### config.mk
export PLATFORM = sky130hd
export DESIGN_NAME = seg_scan_ctrl
export DESIGN_NICKNAME = d
export VERILOG_FILES = /design/src/rtl/seg_pkg.sv /design/src/rtl/seg7_decode.sv /design/src/rtl/seg_scan_ctrl.sv
export SDC_FILE = /design/constraint.sdc
export NUM_CORES = 1
export LEC_CHECK = 0
export CAP_MARGIN = 20
export CORE_ASPECT_RATIO = 0.75
export CORE_MARGIN = 4
export CORE_UTILIZATION = 61
export DETAILED_ROUTE_END_ITERATION = 10
export PLACE_DENSITY_LB_ADDON = 0.12
export REMOVE_ABC_BUFFERS = 1
export SLEW_MARGIN = 20
export SYNTH_ARGS = -nofsm -noshare
export SYNTH_HDL_FRONTEND = slang
export SYNTH_SLANG_ARGS = --single-unit
### constraint.sdc
create_clock -name CLK_100 -period 3.8 [get_ports CLK_100]
set_input_delay 0.76 -clock CLK_100 [delete_from_list [all_inputs] [get_ports CLK_100]]
set_output_delay 0.76 -clock CLK_100 [all_outputs]
set_load 0.05 [all_outputs]
### src/rtl/seg_pkg.sv
// Shared constants for the multiplexed 7-segment scanner: glyph table,
// inactive cathode/anode levels and default geometry.
package seg_pkg;

    localparam int DEF_N_DIG    = 8;
    localparam int DEF_SCAN_DIV = 100000;
    localparam int DEF_BRIGHT_W = 4;

    localparam logic [7:0] CAT_OFF = 8'hFF;
    localparam logic       AN_OFF  = 1'b1;

    // Active-high segments {g,f,e,d,c,b,a}, indexed by the hex code.
    localparam logic [6:0] GLYPH [16] = '{
        7'h3F, 7'h06, 7'h5B, 7'h4F, 7'h66, 7'h6D, 7'h7D, 7'h07,
        7'h7F, 7'h6F, 7'h77, 7'h7C, 7'h39, 7'h5E, 7'h79, 7'h71
    };

    function automatic logic an_level(input int k, input int sel, input logic lit);
        return (lit && (k == sel)) ? ~AN_OFF : AN_OFF;
    endfunction

endpackage

### src/rtl/seg7_decode.sv
// Combinational hex-code to active-high 7-segment glyph decoder.
module seg7_decode
    import seg_pkg::*;
(
    input  logic [3:0] code_i,
    output logic [6:0] seg_o
);

    assign seg_o = GLYPH[code_i];

endmodule

### src/rtl/seg_scan_ctrl.sv
// Multiplexed 7-segment controller: double-buffered image, scan prescaler,
// brightness PWM with dead cycle. Define SEG_LZ_BLANK_EN for leading-zero blanking.
module seg_scan_ctrl
    import seg_pkg::*;
#(
    parameter int N_DIG    = DEF_N_DIG,
    parameter int SCAN_DIV = DEF_SCAN_DIV,
    parameter int BRIGHT_W = DEF_BRIGHT_W
) (
    input  logic                 CLK_100,
    input  logic                 RST_N,
    input  logic [4*N_DIG-1:0]   HEX_IN,
    input  logic [N_DIG-1:0]     BLANK,
    input  logic [N_DIG-1:0]     DP_IN,
    input  logic                 LOAD,
    input  logic [BRIGHT_W-1:0]  BRIGHT,
    output logic [N_DIG-1:0]     AN,
    output logic [7:0]           CAT,
    output logic                 FRAME,
    output logic                 PENDING
);

    localparam int SUB   = SCAN_DIV / (2 ** BRIGHT_W);
    localparam int PRE_W = $clog2(SCAN_DIV);
    localparam int SUB_W = $clog2(SUB);
    localparam int DIG_W = $clog2(N_DIG);

    logic [PRE_W-1:0]    pre_cnt_q, pre_cnt_d;
    logic [SUB_W-1:0]    sub_cnt_q, sub_cnt_d;
    logic [BRIGHT_W-1:0] sub_idx_q, sub_idx_d;
    logic [DIG_W-1:0]    dig_idx_q, dig_idx_d;
    logic                slot_end, wrap;

    logic [4*N_DIG-1:0]  hex_sh_q, hex_act_q;
    logic [N_DIG-1:0]    blank_sh_q, blank_act_q;
    logic [N_DIG-1:0]    dp_sh_q, dp_act_q;
    logic                pending_q, pending_d;

    logic [N_DIG-1:0]    supp_mask;
    logic [3:0]          cur_code;
    logic [6:0]          cur_seg;
    logic                cur_blank, cur_dp, cur_supp, lit;

    logic [N_DIG-1:0]    an_q, an_d;
    logic [7:0]          cat_q, cat_d;

    assign slot_end = (pre_cnt_q == PRE_W'(SCAN_DIV - 1));
    assign wrap     = slot_end && (dig_idx_q == DIG_W'(N_DIG - 1));

    // Subslot index is tracked with its own counter so no divider is needed
    // for SUB values that are not powers of two.
    always_comb begin
        pre_cnt_d = pre_cnt_q + PRE_W'(1);
        sub_cnt_d = sub_cnt_q + SUB_W'(1);
        sub_idx_d = sub_idx_q;
        dig_idx_d = dig_idx_q;
        if (slot_end) begin
            pre_cnt_d = '0;
            sub_cnt_d = '0;
            sub_idx_d = '0;
            dig_idx_d = wrap ? '0 : dig_idx_q + DIG_W'(1);
        end else if (sub_cnt_q == SUB_W'(SUB - 1)) begin
            sub_cnt_d = '0;
            sub_idx_d = sub_idx_q + BRIGHT_W'(1);
        end
    end

    always_ff @(posedge CLK_100 or negedge RST_N) begin
        if (!RST_N) begin
            pre_cnt_q <= '0;
            sub_cnt_q <= '0;
            sub_idx_q <= '0;
            dig_idx_q <= '0;
        end else begin
            pre_cnt_q <= pre_cnt_d;
            sub_cnt_q <= sub_cnt_d;
            sub_idx_q <= sub_idx_d;
            dig_idx_q <= dig_idx_d;
        end
    end

    // A LOAD coinciding with the wrap re-arms PENDING: the swap takes the old shadow.
    always_comb begin
        pending_d = pending_q;
        if (LOAD)
            pending_d = 1'b1;
        else if (wrap)
            pending_d = 1'b0;
    end

    always_ff @(posedge CLK_100 or negedge RST_N) begin
        if (!RST_N) begin
            hex_sh_q    <= '0;
            blank_sh_q  <= '1;
            dp_sh_q     <= '0;
            hex_act_q   <= '0;
            blank_act_q <= '1;
            dp_act_q    <= '0;
            pending_q   <= 1'b0;
        end else begin
            if (LOAD) begin
                hex_sh_q   <= HEX_IN;
                blank_sh_q <= BLANK;
                dp_sh_q    <= DP_IN;
            end
            if (wrap && pending_q) begin
                hex_act_q   <= hex_sh_q;
                blank_act_q <= blank_sh_q;
                dp_act_q    <= dp_sh_q;
            end
            pending_q <= pending_d;
        end
    end

`ifdef SEG_LZ_BLANK_EN
    // Walk down from the most significant digit; a zero stays dark only while
    // everything above it is dark too.
    always_comb begin
        logic above_dark;
        above_dark = 1'b1;
        supp_mask  = '0;
        for (int k = N_DIG - 1; k >= 1; k--) begin
            supp_mask[k] = above_dark && (hex_act_q[4*k +: 4] == 4'h0) && !dp_act_q[k];
            above_dark   = above_dark && (supp_mask[k] || blank_act_q[k]);
        end
    end
`else
    assign supp_mask = '0;
`endif

    assign cur_code  = hex_act_q[{dig_idx_q, 2'b00} +: 4];
    assign cur_blank = blank_act_q[dig_idx_q];
    assign cur_dp    = dp_act_q[dig_idx_q];
    assign cur_supp  = supp_mask[dig_idx_q];

    seg7_decode u_decode (
        .code_i (cur_code),
        .seg_o  (cur_seg)
    );

    // pre_cnt == 0 is the anti-ghosting dead cycle between digits.
    assign lit = (pre_cnt_q != '0) && (sub_idx_q <= BRIGHT) && !cur_blank && !cur_supp;

    always_comb begin
        an_d = '1;
        for (int k = 0; k < N_DIG; k++)
            an_d[k] = an_level(k, int'(dig_idx_q), lit);
        cat_d = lit ? ~{cur_dp, cur_seg} : CAT_OFF;
    end

    always_ff @(posedge CLK_100 or negedge RST_N) begin
        if (!RST_N) begin
            an_q  <= '1;
            cat_q <= CAT_OFF;
        end else begin
            an_q  <= an_d;
            cat_q <= cat_d;
        end
    end

    assign AN      = an_q;
    assign CAT     = cat_q;
    assign FRAME   = wrap;
    assign PENDING = pending_q;

endmodule
==> results.txt, run 1 <==
top cells by area, synth: dfrtp_1 44%, mux2_2 13%, dfstp_2 12%
Global Route Usage Sum: 0.219
DIE WIDTH: 129 um
largest net degree at the start of global routing: 98
Worst Path Required: 3.04 ns
most common cell after layout, fill and taps aside: dfrtp_1
final WL: 13,000 um
critical path launch point type: flip-flop
grt total ovfl: 0
Initial Utilization: 0.640
die area: 0.0128 mm2
number of global-route vias before repair: 4,258
fin crit share: 0.808
postcts setup bufs: 0
fin cells: 715
1st-pass router iterations: 5
layout cells sized above 1: 0.328
final setup fails: 0
Crit path arrival time: 2.31 ns
synth-to-layout area growth: 20.6%
slowest cell delay on critical path: 0.79 ns
unrepaired setup endpoints after global routing: no
hpwl dp: 8580 um
top cell type's share of synthesized area: 0.438
fin crit period: 3.07 ns
CP max FO: 11
H-tree depth: 4
measured slew at the worst slew-check pin: 0.850 ns
Die Span Y: 99 um
total power draw: 3.50 mW
mapped cell area: 0.00674 mm2
vias per cell: 5.60
post-CTS sizing: 0
largest area contributor in the netlist: dfrtp_1
Crit Path Category: flip-flop to output pin
ANT cells: 0
Static Leak: 3.67 nW
pwr dens: 431 mW/mm2
critical path's slowest cell: dfrtp_1
clk slew on worst S/H paths: 0.06 ns
fin area: 0.00812 mm2
crit-path cells: buf_4, ha_1, ha_1, nand2_1, inv_1, buf_4
clk_lat worst skew: 0.41 ns
placement-stage worst setup slack: 0.678 ns
Routed WL per cell: 18.1 um
Worst Hold Class: input port to async pin
fin worst setup slack: 0.731 ns
WP buf/inv: 3
unique cell type count in the Yosys netlist: 43
Reg2Reg Depth: 6
initial drt markers: 283
Peak VDD IR: 0.000311 V
Via Count: 4,002
crit end category: output pin
Min Hold Slack: 0.413 ns
most frequent cells in the layout: 118 x dfrtp_1, 77 x mux2_2, 69 x clkdlybuf4s50_1, 36 x nor2_1
clock buffer count from CTS: 17
Stages on worst setup path: 6
root buffer cell: clkbuf_16
worst-case clock buffer depth: 2
setup TNS: 0 ns
CTS tree: yes
status: finished, final reports clean
# rows: 32
Post-DP Area: 0.00754 mm2
core footprint: 0.0105 mm2
warnings from Yosys: 0
CTS hold repair buffers: 0
f_max: 326 MHz
Sinks on Clock Net: 150
filler cell count: 633
Synth Register Bits: 150
Seq. cell area: 0.00379 mm2
Seq/Total Area, Yosys: 0.563
Core Util, Final: 0.771
initial antenna violation count: 0
Clock Skew: 0.00809 ns
RePlAce Congestion: 0.837
Hold Vio Cnt, Final: 0
pins over their slew limit: 0
Routed Antenna Nets: 0
Nets: 642
delay-heaviest family, CP: flip-flops
Cells after DPL: 683
multi-input combinational cell area: 0.00276 mm2
synthesized instance count: 489
Avg Cell Area, Syn: 13.8 um2
first-pass GRT wire length: 21,800 um
Max Cap Viol: 0
# IOs: 73
worst rel slew slack: 0.434
DRC: 0
number of I/O port buffers: 72
==> final cells by class <==
class | count | share of cell area
repair buffers | 79 | 0.0948
flip-flops and latches | 150 | 0.467
inverters | 14 | 0.00647
well taps | 136 | 0.0210
multi-input cells | 304 | 0.340
clock buffers | 20 | 0.0550
clock inverters | 12 | 0.0157
==> flip-flops by register name, summed over array words and instances (netlist names), 8 cells and up <==
signal       count
sub_cnt_q       13
hex_sh_q        32
dp_act_q         8
blank_sh_q       8
dp_sh_q          8
AN               8
CAT              8
hex_act_q       32
blank_act_q      8
pre_cnt_q       17
==> routing by layer <==
layer	GRT usage	share of wire	vias to the layer above	wire, um
met5	0	0	-	0
li1	-	-	1857	-
met2	0.334	0.48	86	6270
met3	0.0563	0.045	14	577
met1	0.317	0.46	2045	5970
met4	0.0605	0.011	0	144
==> cells by family (layout without fill, tap and decap cells) <==
kind of cell	after synthesis	in the layout	synth area share
DFF	150	150	0.563
and+or+nand+nor	121	121	0.0873
muxes	116	116	0.226
buffers and inverters	35	125	0.0277
xor gates and xnor gates	30	30	0.0390
adders and majority gates	21	21	0.0390
AOI/OAI and AO/OA	16	16	0.0180
==> synthesized netlist by cell type, drive strengths merged <==
cell type	instances
nand4b	2
clkbuf	2
dfstp	32
a21o	2
a211o	1
nand2	32
nor3	6
nor4	4
nor2	36
dfrtp	118
and4b	1
o211ai	4
or2	4
a211oi	2
and3	2
nand4	4
or3	1
or4	1
mux2i	7
buf	19
a21oi	1
nand3	21
nor2b	1
o21ai	4
mux2	97
ha	21
xnor2	14
o221ai	2
and4	2
nand2b	2
xor2	16
mux4	12
inv	14
and2	2
==> power breakdown <==
group | total [mW] | switching [mW] | internal, mW
Sequential | 1.69 | 0.0285 | 1.66
Clock | 1.64 | 0.653 | 0.983
Combinational | 0.173 | 0.0714 | 0.102
==> final timing paths <==
path,start,slack [ns],end
hold reg to reg,hex_act_q[30],0.50,hex_act_q[30]
max in group asynchronous,RST_N,2.51,AN[4]
setup / recovery,dig_idx_q[0],0.73,FRAME
hold / removal,RST_N,0.41,sub_idx_q[3]
setup reg to reg,dig_idx_q[0],1.06,CAT[6]
min in group CLK_100,hex_act_q[30],0.50,hex_act_q[30]
Note: power is estimated with default switching activity, not from simulation.
==> run 2, diff against run 1 <==
--- a/config.mk
+++ b/config.mk
@@ -8,7 +8,7 @@
 export CAP_MARGIN = 20
 export CORE_ASPECT_RATIO = 0.75
 export CORE_MARGIN = 4
-export CORE_UTILIZATION = 61
+export CORE_UTILIZATION = 51
 export DETAILED_ROUTE_END_ITERATION = 10
 export PLACE_DENSITY_LB_ADDON = 0.12
 export REMOVE_ABC_BUFFERS = 1
==> constraint.sdc (replaced) <==
create_clock -name CLK_100 -period 2.7 [get_ports CLK_100]
set_input_delay 0.54 -clock CLK_100 [delete_from_list [all_inputs] [get_ports CLK_100]]
set_output_delay 0.54 -clock CLK_100 [all_outputs]
set_load 0.05 [all_outputs]
==> run 2 against run 1 <==
  * Sequential share of layout area down 1.0 points
  * Clock skew is 0.012 ns higher
  * Utilization shrank 13 points
  * Clock power is 41% higher
  * Die area rose by 18%
  * First-iteration DRC count down 63%
  * Final cell count is 5.9% higher
  * Clock-buffer cell count down 3
  * Register-to-register slack lost 0.58 ns
  * Combinational power up 45%
  * Critical endpoint unchanged
  * Largest cell class unchanged
  * Largest power group unchanged
  * Highest routed layer unchanged
==> results.txt, run 2 (synthesis results as in run 1) <==
Worst Path Required: 2.16 ns (was 3.04 ns)
delay-heaviest family, CP: simple AND/OR/NAND/NOR gates (was flip-flops)
Min Hold Slack: 0.00807 ns (was 0.413 ns)
fin worst setup slack: 0.168 ns (was 0.731 ns)
Crit Path Category: flip-flop to output pin (unchanged)
largest net degree at the start of global routing: 64 (was 98)
Hold Vio Cnt, Final: 0 (unchanged)
Worst Hold Class: input port to async pin (unchanged)
Stages on worst setup path: 7 (was 6)
FF-to-FF End: CAT[5] (was CAT[6])
RePlAce Congestion: 0.800 (was 0.837)
R2R setup slack: 0.48 ns (was 1.06 ns)
status: finished, final reports clean (unchanged)
core footprint: 0.0130 mm2 (was 0.0105 mm2)
first-pass GRT wire length: 21,000 um (was 21,800 um)
Max Cap Viol: 0 (unchanged)
measured slew at the worst slew-check pin: 0.571 ns (was 0.850 ns)
clock buffer count from CTS: 17 (unchanged)
Nets: 649 (was 642)
Static Leak: 3.76 nW (was 3.67 nW)
# IOs: 73 (unchanged)
DRC: 0 (unchanged)
Cells after DPL: 723 (was 683)
critical path launch point type: flip-flop (unchanged)
Sinks on Clock Net: 150 (unchanged)
final setup fails: 0 (unchanged)
slowest cell delay on critical path: 0.41 ns (was 0.79 ns)
crit-path most repeated cell: nand2_1
CP max FO: 5 (was 11)
critical path's slowest cell: dfrtp_2 (was dfrtp_1)
1st-pass router iterations: 4 (was 5)
pwr dens: 596 mW/mm2 (was 431 mW/mm2)
Initial Utilization: 0.519 (was 0.640)
fin crit period: 2.53 ns
Crit path arrival time: 1.99 ns (was 2.31 ns)
Largest regs: hex_act_q x32, hex_sh_q x32, pre_cnt_q x17 (unchanged)
number of global-route vias before repair: 4,113 (was 4,258)
initial drt markers: 105 (was 283)
most common cell after layout, fill and taps aside: dfrtp_1 (unchanged)
DIE WIDTH: 141 um (was 129 um)
Global Route Usage Sum: 0.178 (was 0.219)
initial antenna violation count: 0 (unchanged)
Critical Path Source: pre_cnt_q[0] (was dig_idx_q[0])
crit-path cells: ha_2, and4_1, nand2_1, nor3_4, nand2_1, inv_1, buf_12 (was buf_4, ha_1, ha_1, nand2_1, inv_1, buf_4)
most frequent cells in the layout: 117 x dfrtp_1, 77 x mux2_2, 69 x clkdlybuf4s50_1, 36 x nor2_1 (was 118 x dfrtp_1, 77 x mux2_2, 69 x clkdlybuf4s50_1, 36 x nor2_1)
Routed WL per cell: 16.7 um (was 18.1 um)
WP buf/inv: 2 (was 3)
Die Span Y: 108 um (was 99 um)
synth-to-layout area growth: 23.2% (was 20.6%)
ANT cells: 0 (unchanged)
unrepaired setup endpoints after global routing: no (unchanged)
filler cell count: 958 (was 633)
Routed Antenna Nets: 0 (unchanged)
CTS tree: yes (unchanged)
Peak VDD IR: 0.000503 V (was 0.000311 V)
hpwl dp: 8850 um (was 8580 um)
final WL: 12,600 um (was 13,000 um)
root buffer cell: clkbuf_16 (unchanged)
# rows: 36 (was 32)
Via Count: 3,932 (was 4,002)
Clock Skew: 0.0203 ns (was 0.00809 ns)
layout cells sized above 1: 0.346 (was 0.328)
fin cells: 757 (was 715)
worst-case clock buffer depth: 2 (unchanged)
R2R Path Start: dig_idx_q[0] (unchanged)
end point of the critical path: FRAME (unchanged)
Reg2Reg Depth: 8 (was 6)
clk slew on worst S/H paths: 0.07 ns (was 0.06 ns)
placement-stage worst setup slack: 0.0961 ns (was 0.678 ns)
die area: 0.0151 mm2 (was 0.0128 mm2)
vias per cell: 5.19 (was 5.60)
number of I/O port buffers: 72 (unchanged)
pins over their slew limit: 0 (unchanged)
crit end category: output pin (unchanged)
grt total ovfl: 0 (unchanged)
fin crit share: 0.938
worst rel slew slack: 0.620 (was 0.434)
clk_lat worst skew: 0.43 ns (was 0.41 ns)
H-tree depth: 4 (unchanged)
f_max: 395 MHz
## run 2: changes by cell type in the layout (fill, tap and decap cells not counted), sizes merged
| cell | previous run | this run |
|---|---|---|
| bufinv | 2 | 1 |
| clkinv | 5 | 3 |
| clkinvlp | 3 | 0 |
| inv | 16 | 25 |
| clkbuf | 20 | 17 |
| buf | 10 | 17 |
## run 2: per-stage QoR
| stage | util | TNS, ns | power (mW) | area (um2) |
|---|---|---|---|---|
| after global placement | 0.593 | 0 | 2.66 | 7690 |
| after CTS | 0.637 | 0 | 5.01 | 8270 |
| final | 0.640 | 0 | 4.94 | 8300 |
| after global routing | 0.640 | 0 | 5.13 | 8300 |
| after floorplan | - | -63.17 | 2.49 | 6600 |
| after detailed placement | 0.593 | 0 | 2.67 | 7690 |
## run 2: worst min-delay path by stage
stage,to,slack [ns]
finish,sub_cnt_q[3],0.008
global placement,sub_cnt_q[2],0.47
detailed placement,sub_cnt_q[3],0.47
global route,sub_cnt_q[3],0.03
CTS,sub_cnt_q[3],0.02
floorplan,PENDING,0.24
## run 2: final cells by class
| cell class | instances | area, um2 | area share |
|---|---|---|---|
| Clock buffer | 17 | 425 | 0.0513 |
| Inverter | 14 | 52.6 | 0.00633 |
| Clock inverter | 15 | 156 | 0.0188 |
| Multi-Input combinational cell | 304 | 2780 | 0.334 |
| Timing Repair Buffer | 86 | 882 | 0.106 |
| Sequential cell | 150 | 3790 | 0.457 |
| Tap cell | 171 | 214 | 0.0258 |
## run 2: layer usage
metal | global-route usage | share of wire
met1 | 0.247 | 0.48
met2 | 0.274 | 0.47
met3 | 0.0564 | 0.043
met4 | 0.0477 | 0.0083
met5 | 0 | 0
## run 2: report_power, final
part	total (mW)	internal (mW)	switching, mW
Clock	2.32	1.31	1.01
Combinational	0.251	0.149	0.101
Sequential	2.38	2.33	0.0405
## run 2: timing repair
action,4_1_cts,5_1_grt
setup endpoints to repair,0,1
resized for setup,0,4
buffers inserted,0,2
hold buffers,0,0
## run 2: worst reg2reg max path, delay by kind of cell, from the launching register on
family          cells  cell delay, ns
buf+inv             1            0.19
simple gates        3            0.58
fa+ha+maj           1            0.29
mux                 2            0.64
compound gates      1            0.09
flops               1            0.37
==> run 3, diff against run 2 <==
--- a/config.mk
+++ b/config.mk
@@ -10,6 +10,8 @@
 export CORE_MARGIN = 4
 export CORE_UTILIZATION = 51
 export DETAILED_ROUTE_END_ITERATION = 10
+export GPL_TIMING_DRIVEN = 0
+export HOLD_SLACK_MARGIN = 0.15
 export PLACE_DENSITY_LB_ADDON = 0.12
 export REMOVE_ABC_BUFFERS = 1
 export SLEW_MARGIN = 20
==> run 3 against run 2 <==
  * Worst setup slack worse by 0.040 ns
  * Clock power about the same
  * Final cell count down 0.79%
  * Clock skew shrank 0.0061 ns
  * Via count is 0.86% higher
  * Sequential cell count is the same
  * Clock-buffer cell count is 1 higher
  * Global-route usage down 0.22 points
  * Sequential share of layout area rose by 0.30 points
==> results.txt, run 3 (synthesis results as in run 1) <==
Initial Utilization: 0.519 (unchanged)
number of I/O port buffers: 72 (unchanged)
pwr dens: 597 mW/mm2 (was 596 mW/mm2)
1st-pass router iterations: 4 (unchanged)
number of global-route vias before repair: 4,172 (was 4,113)
clk slew on worst S/H paths: 0.06 ns (was 0.07 ns)
Crit Path Category: flip-flop to output pin (unchanged)
first-pass GRT wire length: 20,900 um (was 21,000 um)
fin cells: 751 (was 757)
core footprint: 0.0130 mm2 (unchanged)
synth-to-layout area growth: 22.6% (was 23.2%)
fin crit period: 2.57 ns (was 2.53 ns)
root buffer cell: clkbuf_16 (unchanged)
worst-case clock buffer depth: 2 (unchanged)
Global Route Usage Sum: 0.176 (was 0.178)
DRC: 0 (unchanged)
DIE WIDTH: 141 um (unchanged)
die area: 0.0151 mm2 (unchanged)
Clock Skew: 0.0141 ns (was 0.0203 ns)
Peak VDD IR: 0.000385 V (was 0.000503 V)
grt total ovfl: 0 (unchanged)
hpwl dp: 8150 um (was 8850 um)
largest net degree at the start of global routing: 102 (was 64)
CP max FO: 5 (unchanged)
initial antenna violation count: 0 (unchanged)
fin crit share: 0.953 (was 0.938)
most frequent cells in the layout: 116 x dfrtp_1, 77 x mux2_2, 69 x clkdlybuf4s50_1, 36 x nor2_1, 32 x dfstp_2 (was 117 x dfrtp_1, 77 x mux2_2, 69 x clkdlybuf4s50_1, 36 x nor2_1)
status: finished, final reports clean (unchanged)
Hold Vio Cnt, Final: 0 (unchanged)
Max Cap Viol: 0 (unchanged)
Via Count: 3,966 (was 3,932)
# IOs: 73 (unchanged)
initial drt markers: 122 (was 105)
unrepaired setup endpoints after global routing: no (unchanged)
crit end category: output pin (unchanged)
pins over their slew limit: 0 (unchanged)
Static Leak: 3.70 nW (was 3.76 nW)
clock buffer count from CTS: 17 (unchanged)
CTS tree: yes (unchanged)
Crit path arrival time: 2.03 ns (was 1.99 ns)
worst rel slew slack: 0.478 (was 0.620)
setup TNS: 0 ns (unchanged)
final WL: 12,300 um (was 12,600 um)
Sinks on Clock Net: 150 (unchanged)
RePlAce Congestion: 0.838 (was 0.800)
R2R setup slack: 0.23 ns (was 0.48 ns)
Routed Antenna Nets: 0 (unchanged)
vias per cell: 5.28 (was 5.19)
Cells after DPL: 714 (was 723)
Die Span Y: 108 um (unchanged)
Worst Hold Class: flip-flop to flip-flop (was input port to async pin)
Routed WL per cell: 16.4 um (was 16.7 um)
Largest regs: hex_act_q x32, hex_sh_q x32, pre_cnt_q x17 (unchanged)
# rows: 36 (unchanged)
f_max: 389 MHz (was 395 MHz)
ANT cells: 0 (unchanged)
layout cells sized above 1: 0.341 (was 0.346)
H-tree depth: 4 (unchanged)
Worst Path Required: 2.16 ns (about the same)
filler cell count: 977 (was 958)
most common cell after layout, fill and taps aside: dfrtp_1 (unchanged)
critical path launch point type: flip-flop (unchanged)
Nets: 643 (was 649)
clk_lat worst skew: 0.42 ns (was 0.43 ns)
final setup fails: 0 (unchanged)
measured slew at the worst slew-check pin: 0.779 ns (was 0.571 ns)
-- run 3: worst paths after layout --
kind | start | endpoint | cells after the start
max in group asynchronous | RST_N | dig_idx_q[0] | 3
min in group asynchronous | RST_N | pre_cnt_q[12] | 2
setup reg to reg | pre_cnt_q[0] | hex_act_q[7] | 8
hold / removal | hex_sh_q[24] | hex_act_q[24] | 1
hold reg to reg | hex_sh_q[24] | hex_act_q[24] | 1
setup / recovery | pre_cnt_q[0] | FRAME | 7
-- run 3: power by group --
part           total [mW]  switching (mW)  internal (mW)
Combinational       0.251           0.102          0.148
Sequential           2.37          0.0376           2.34
Clock                2.31           0.988           1.32
Total                4.93            1.13           3.80
-- run 3: metal layers --
layer  wire length (um)  share of wire  GRT usage
met1               5780           0.47      0.238
met2               5890           0.48      0.281
met3                605          0.049     0.0462
met4                 61         0.0049     0.0539
met5                  0              0          0
-- run 3: repair_timing --
action                                  4_1_cts  5_1_grt
pin swaps                                     1        1
cloned                                        1        0
gates resized for setup                       8        5
setup buffers                                 1        2
endpoints found under the setup margin       49        2
hold buffers                                  1        0
hold endpoints to repair                     42        0
-- run 3: through the flow --
stage	util	setup slack [ns]	hold slack [ns]	cell area [um2]	total power, mW
final	0.636	0.128	0.501	8250	4.93
after global routing	0.636	0.00710	0.509	8250	5.11
after CTS	0.634	0.0518	0.502	8230	4.99
after detailed placement	0.588	-0.691	0.482	7620	2.67
after global placement	0.581	-4.78	0.484	7540	2.66
after floorplan	-	-1.32	0.244	6600	2.49
-- run 3: cell type report --
type | count | area (um2) | area share
well taps | 171 | 214 | 0.0259
inverters | 14 | 52.6 | 0.00637
clock buffers | 18 | 439 | 0.0532
multi-input cells | 305 | 2790 | 0.338
clock inverters | 14 | 139 | 0.0168
flip-flops and latches | 150 | 3800 | 0.460
repair buffers | 79 | 818 | 0.0991
-- run 3: worst max-delay path, cell delays in order, from the launching register on --
cell and delay [ns]:
dfrtp_1 0.42, ha_2 0.24, and4_1 0.27, nand2_2 0.12
nor3_4 0.16, nand2_1 0.10, inv_1 0.10, buf_4 0.20
